`src/rtl/uart_rx_packet.sv`:
```
// Framed-packet receiver: sync/length/XOR-checksum framing into a commit-gated byte FIFO.
// Optional inter-byte timeout is compiled in with `define UART_PKT_TIMEOUT_EN.
module uart_rx_packet #(
  parameter int         MAX_LEN        = 16,
  parameter int         DEPTH          = 32,
  parameter logic [7:0] SYNC_BYTE      = 8'hA5,
  parameter int         TIMEOUT_CYCLES = 1024
) (
  input  logic       clk,
  input  logic       rst,
  input  logic [7:0] rx_data,
  input  logic       rx_valid,
  output logic [7:0] out_data,
  output logic       out_last,
  output logic       out_valid,
  input  logic       out_ready,
  output logic       pkt_ok,
  output logic       pkt_err,
  output logic [1:0] err_code
);

  localparam int AW = $clog2(DEPTH);

  typedef enum logic [1:0] {S_SYNC, S_LEN, S_PAYLOAD, S_CHECK} state_t;

  state_t      state;
  logic [AW:0] rd_ptr;
  logic [AW:0] wr_ptr;
  logic [AW:0] commit_ptr;
  logic [7:0]  len_q;
  logic [7:0]  csum;
  logic [7:0]  cnt;
  logic [8:0]  mem [DEPTH];
  logic [8:0]  head;
  logic        wr_en;
  logic        last_byte;
  logic        timeout;

  function automatic logic [15:0] free_space(input logic [AW:0] wp, input logic [AW:0] rp);
    logic [AW:0] used;
    used = wp - rp;
    return 16'(DEPTH) - 16'(used);
  endfunction

  function automatic logic len_bad(input logic [7:0] len);
    return (len == 8'd0) || (16'(len) > 16'(MAX_LEN));
  endfunction

  assign last_byte = (cnt == len_q - 8'd1);
  assign wr_en     = (state == S_PAYLOAD) && rx_valid;

`ifdef UART_PKT_TIMEOUT_EN
  localparam int TW = $clog2(TIMEOUT_CYCLES + 1);

  logic [TW-1:0] tmo_cnt;

  // tmo_cnt holds the number of idle clocks already elapsed inside a frame
  assign timeout = (state != S_SYNC) && !rx_valid && (tmo_cnt == TW'(TIMEOUT_CYCLES - 1));

  always_ff @(posedge clk or negedge rst) begin
    if (!rst) begin
      tmo_cnt <= '0;
    end else if (rx_valid || (state == S_SYNC) || timeout) begin
      tmo_cnt <= '0;
    end else begin
      tmo_cnt <= tmo_cnt + 1'b1;
    end
  end
`else
  logic unused_tmo;
  assign unused_tmo = ^TIMEOUT_CYCLES;
  assign timeout    = 1'b0;
`endif

  always_ff @(posedge clk or negedge rst) begin
    if (!rst) begin
      state      <= S_SYNC;
      wr_ptr     <= '0;
      commit_ptr <= '0;
      len_q      <= '0;
      csum       <= '0;
      cnt        <= '0;
      pkt_ok     <= 1'b0;
      pkt_err    <= 1'b0;
      err_code   <= 2'd0;
    end else begin
      pkt_ok  <= 1'b0;
      pkt_err <= 1'b0;
      if (timeout) begin
        wr_ptr   <= commit_ptr;
        pkt_err  <= 1'b1;
        err_code <= 2'd0;
        state    <= S_SYNC;
      end else if (rx_valid) begin
        case (state)
          S_SYNC: begin
            if (rx_data == SYNC_BYTE) state <= S_LEN;
          end
          S_LEN: begin
            // Space only grows while the frame arrives, so checking once here is enough
            if (len_bad(rx_data)) begin
              pkt_err  <= 1'b1;
              err_code <= 2'd1;
              state    <= S_SYNC;
            end else if (16'(rx_data) > free_space(wr_ptr, rd_ptr)) begin
              pkt_err  <= 1'b1;
              err_code <= 2'd2;
              state    <= S_SYNC;
            end else begin
              len_q <= rx_data;
              csum  <= rx_data;
              cnt   <= 8'd0;
              state <= S_PAYLOAD;
            end
          end
          S_PAYLOAD: begin
            wr_ptr <= wr_ptr + 1'b1;
            csum   <= csum ^ rx_data;
            cnt    <= cnt + 8'd1;
            if (last_byte) state <= S_CHECK;
          end
          S_CHECK: begin
            if (rx_data == csum) begin
              commit_ptr <= wr_ptr;
              pkt_ok     <= 1'b1;
            end else begin
              wr_ptr   <= commit_ptr;
              pkt_err  <= 1'b1;
              err_code <= 2'd3;
            end
            state <= S_SYNC;
          end
          default: state <= S_SYNC;
        endcase
      end
    end
  end

  always_ff @(posedge clk) begin
    if (wr_en) mem[wr_ptr[AW-1:0]] <= {last_byte, rx_data};
  end

  always_ff @(posedge clk or negedge rst) begin
    if (!rst) begin
      rd_ptr <= '0;
    end else if (out_valid && out_ready) begin
      rd_ptr <= rd_ptr + 1'b1;
    end
  end

  // Reads stop at commit_ptr, so bytes of a frame still being checked stay hidden
  assign out_valid = (rd_ptr != commit_ptr);
  assign head      = mem[rd_ptr[AW-1:0]];
  assign out_data  = out_valid ? head[7:0] : 8'd0;
  assign out_last  = out_valid & head[8];

endmodule
```
`config.mk`:
```
export PLATFORM = sky130hd
export DESIGN_NAME = uart_rx_packet
export DESIGN_NICKNAME = d
export VERILOG_FILES = /design/src/rtl/uart_rx_packet.sv
export SDC_FILE = /design/constraint.sdc
export NUM_CORES = 1
export LEC_CHECK = 0
export CAP_MARGIN = 10
export CORE_MARGIN = 10
export CORE_UTILIZATION = 30
export DETAILED_ROUTE_END_ITERATION = 8
export GPL_TIMING_DRIVEN = 0
export PLACE_DENSITY = 0.52
export SLEW_MARGIN = 10
export SYNTH_ARGS = -nofsm -noshare
export SYNTH_HDL_FRONTEND = slang
export SYNTH_SLANG_ARGS = --single-unit
```
`constraint.sdc`:
```
create_clock -name clk -period 5.25 [get_ports clk]
set_clock_uncertainty 0.2 [all_clocks]
set_input_delay 0.7875 -clock clk [delete_from_list [all_inputs] [get_ports clk]]
set_output_delay 0.7875 -clock clk [all_outputs]
set_load 0.01 [all_outputs]
```
==> reports/results.ini <==
[outcome]
status=complete, no violations

[routing]
drc_errors=0
vias=7742
postRouteAntennaNets=0
avgViaCountPerCell=5.01
drt_wl_total_um=34700
drt_first_pass_iters=4
drtIter0Drc=670
wl_per_cell_um=22.4

[clocking]
post-cts-setup-buffers=0
clk_path_buf_depth=3
holdBufCountCts=0
tritoncts=yes
cts-root-buf=clkbuf_16
htree_levels=2
cts_resized=1
numCtsBuffers=37
clock_latency_ns=0.56
cts.sinks=336
path_clk_slew_ns=0.06

[worst_setup_path]
cp_max_fo=19
crit_start=rd_ptr[1]
critical_path_class=reg -> out
startpoint_type=flip-flop
endpoint_kind=output port
rr_startpoint=rd_ptr[2]
arrival_ns=3.96
required_ns=4.26

[cells_and_area]
area_growth_pct=15.6
drive_gt1_share_pct=20.1
postLayoutCoreUtil_pct=35.0
fin_cells=1545
nets=941
diodes=0

[sta]
post-route-min-period_ns=4.95
post-route-period-util_pct=94.2
slew_violations=0
max_slew_margin_pct=34.2
tightest_slew_ns=0.984
hold_viol_final=0
rsz0062_at_grt=no
final-setup-viol-count=0
max_freq_mhz=202

[global_route]
grt_overflow=0
grt_pass1_wl_um=52100
grt_max_degree=41
antenna_found_initial=0
grt_util_all_layers_pct=12.2
grt_pass1_vias=8032

[logic_synthesis]
yosys-top-cells-area=edfxtp_1, mux4_2, dfrtp_1, ha_1, xor2_1
synth_ff_type=edfxtp_1
ys_ff_latch=336
syn_area_sq_um=14500
yosysTopAreaCell=edfxtp_1
async_flop_share_pct=14.3
yosys_warnings=0
synthesis.nets=875
seq_area_frac_synth_pct=68.1
synth_cell_type_count=60
syn_avg_cell_area_sq_um=17.3
synth_edf_count=288
syn_inst=836
synth_top_area_share_pct=59.8

[placement]
post-dp-hpwl_um=22100
gp_congestion=0.768
dp_cells=1479
port_buffers=25

[die]
fp.dieH_um=240
io_pins=26
rows=80
dieWidth_um=240
dieArea_sq_um=57400
core_sq_um=47700
initial_core_util_pct=30.3

[power]
power_density_nw_per_um2=526
leakage_nw=5.46
ir_worst_vdd_mv=0.248

[flow_run]
cap_violations=0

[min_path]
hold_class=in -> async

==> layout make-up <==
cell class	instances	area [sq um]
buffer	37	153
clock buffer	46	970
clock inverter	21	256
fill	4517	31000
inverter	23	86.3
multi-input combinational	439	4380
sequential	336	9850
tap	615	769
timing repair buffer	28	265
==> layer usage <==
| metal | vias to the layer above | GRT usage [%] | wire (um) |
|---|---|---|---|
| li1 | 3469 | - | - |
| met1 | 4038 | 16.9 | 16100 |
| met2 | 187 | 18.4 | 15600 |
| met3 | 48 | 3.17 | 2120 |
| met4 | 0 | 3.69 | 811 |
| met5 | - | 0 | 0 |
==> through the flow <==
| stage | instance area (sq um) | setup slack (ns) | power, mW | hold WS (ns) | setup TNS, ns |
|---|---|---|---|---|---|
| 3_3_place_gp | 15500 | -0.229 | 6.25 | 0.309 | -3.06 |
| 6_report | 16700 | 0.305 | 8.81 | 0.0289 | 0 |
| 5_1_grt | 16700 | 0.0969 | 9.28 | 0.0588 | 0 |
| 2_1_floorplan | 14500 | 1.03 | 5.25 | 0.279 | 0 |
| 4_1_cts | 16700 | 0.0388 | 8.93 | 0.0181 | 0 |
| 3_5_place_dp | 15500 | -0.205 | 6.27 | 0.315 | -2.77 |
==> registers in the layout (all words and copies together), names as in the netlist, named ones only <==
name,flops
mem,288
cnt,8
csum,8
len_q,8
commit_ptr,6
rd_ptr,6
wr_ptr,6
err_code,2
pkt_err,1
pkt_ok,1
state,1
==> cell usage in the layout, fill, tap and decap left out, types with 2 or more instances in the layout <==
master           instances
a21oi_1                 33
a31oi_1                  3
and2_1                   3
and3_1                   6
buf_12                   3
buf_2                   19
bufinv_16                4
clkbuf_1                33
clkbuf_16               37
clkdlybuf4s50_1         16
clkinv_1                10
clkinv_2                 4
dfrtp_1                 48
edfxtp_1               288
ha_1                    26
inv_1                   20
mux2_1                   2
mux2_2                   9
mux2i_1                  7
mux4_2                  90
nand2_1                 40
nand2b_1                 3
nand3_1                 27
nand3b_1                 6
nand4_1                 11
nor2_1                  41
nor2_2                   2
nor2b_1                 12
nor3_1                   5
nor4_1                   5
o211ai_1                 6
o21a_1                   6
o21ai_0                 18
o221ai_1                 4
o22ai_1                  8
or2_2                    2
or3_1                    3
or4_1                    2
xnor2_1                 18
xor2_1                  19
==> logic make-up after synthesis <==
| kind of cell | synth area share (%) |
|---|---|
| AO/OA/AOI/OAI | 4.06 |
| XOR/XNOR | 2.24 |
| AND/OR/NAND/NOR | 6.24 |
| adder cells (fa/ha/maj) | 2.39 |
| multiplexers | 15.3 |
| flip-flops | 68.1 |
| buffers and inverters | 1.67 |
==> cells in the mapped netlist, types with 7 or more instances <==
cell type / n
nor2_1: 41
o22ai_1: 8
edfxtp_1: 288
ha_1: 26
o21ai_0: 18
inv_1: 20
nand3_1: 27
nor2b_1: 12
mux2_2: 9
mux2i_1: 7
buf_2: 9
nand4_1: 11
xnor2_1: 18
nand2_1: 40
a21oi_1: 33
clkbuf_1: 26
xor2_1: 19
mux4_2: 90
dfrtp_1: 48
==> critical path, cell delays in order (launching register included) <==
cell and delay, ns:
dfrtp_1 0.53, buf_2 0.53, clkbuf_1 0.62, mux4_2 0.44, mux4_2 0.51, nand2_1 0.09
a21oi_1 0.14, clkdlybuf4s50_1 0.53
==> power breakdown <==
group,switching (mW),internal [mW]
registers,0.122,3.07
clock network,1.09,1.53
logic,1.62,1.37
total,2.84,5.97
==> path summary, 6_finish.rpt <==
check / endpoint / cells past startpoint / slack (ns)
hold reg to reg: err_code[0] / 1 / 0.31
hold / removal: len_q[3] / 1 / 0.03
setup reg to reg: len_q[1] / 15 / 0.46
max in group asynchronous: wr_ptr[4] / 2 / 4.26
setup / recovery: out_data[7] / 7 / 0.30
min in group clk: err_code[0] / 1 / 0.31
No activity file was read; power rests on OpenSTA's default activity.
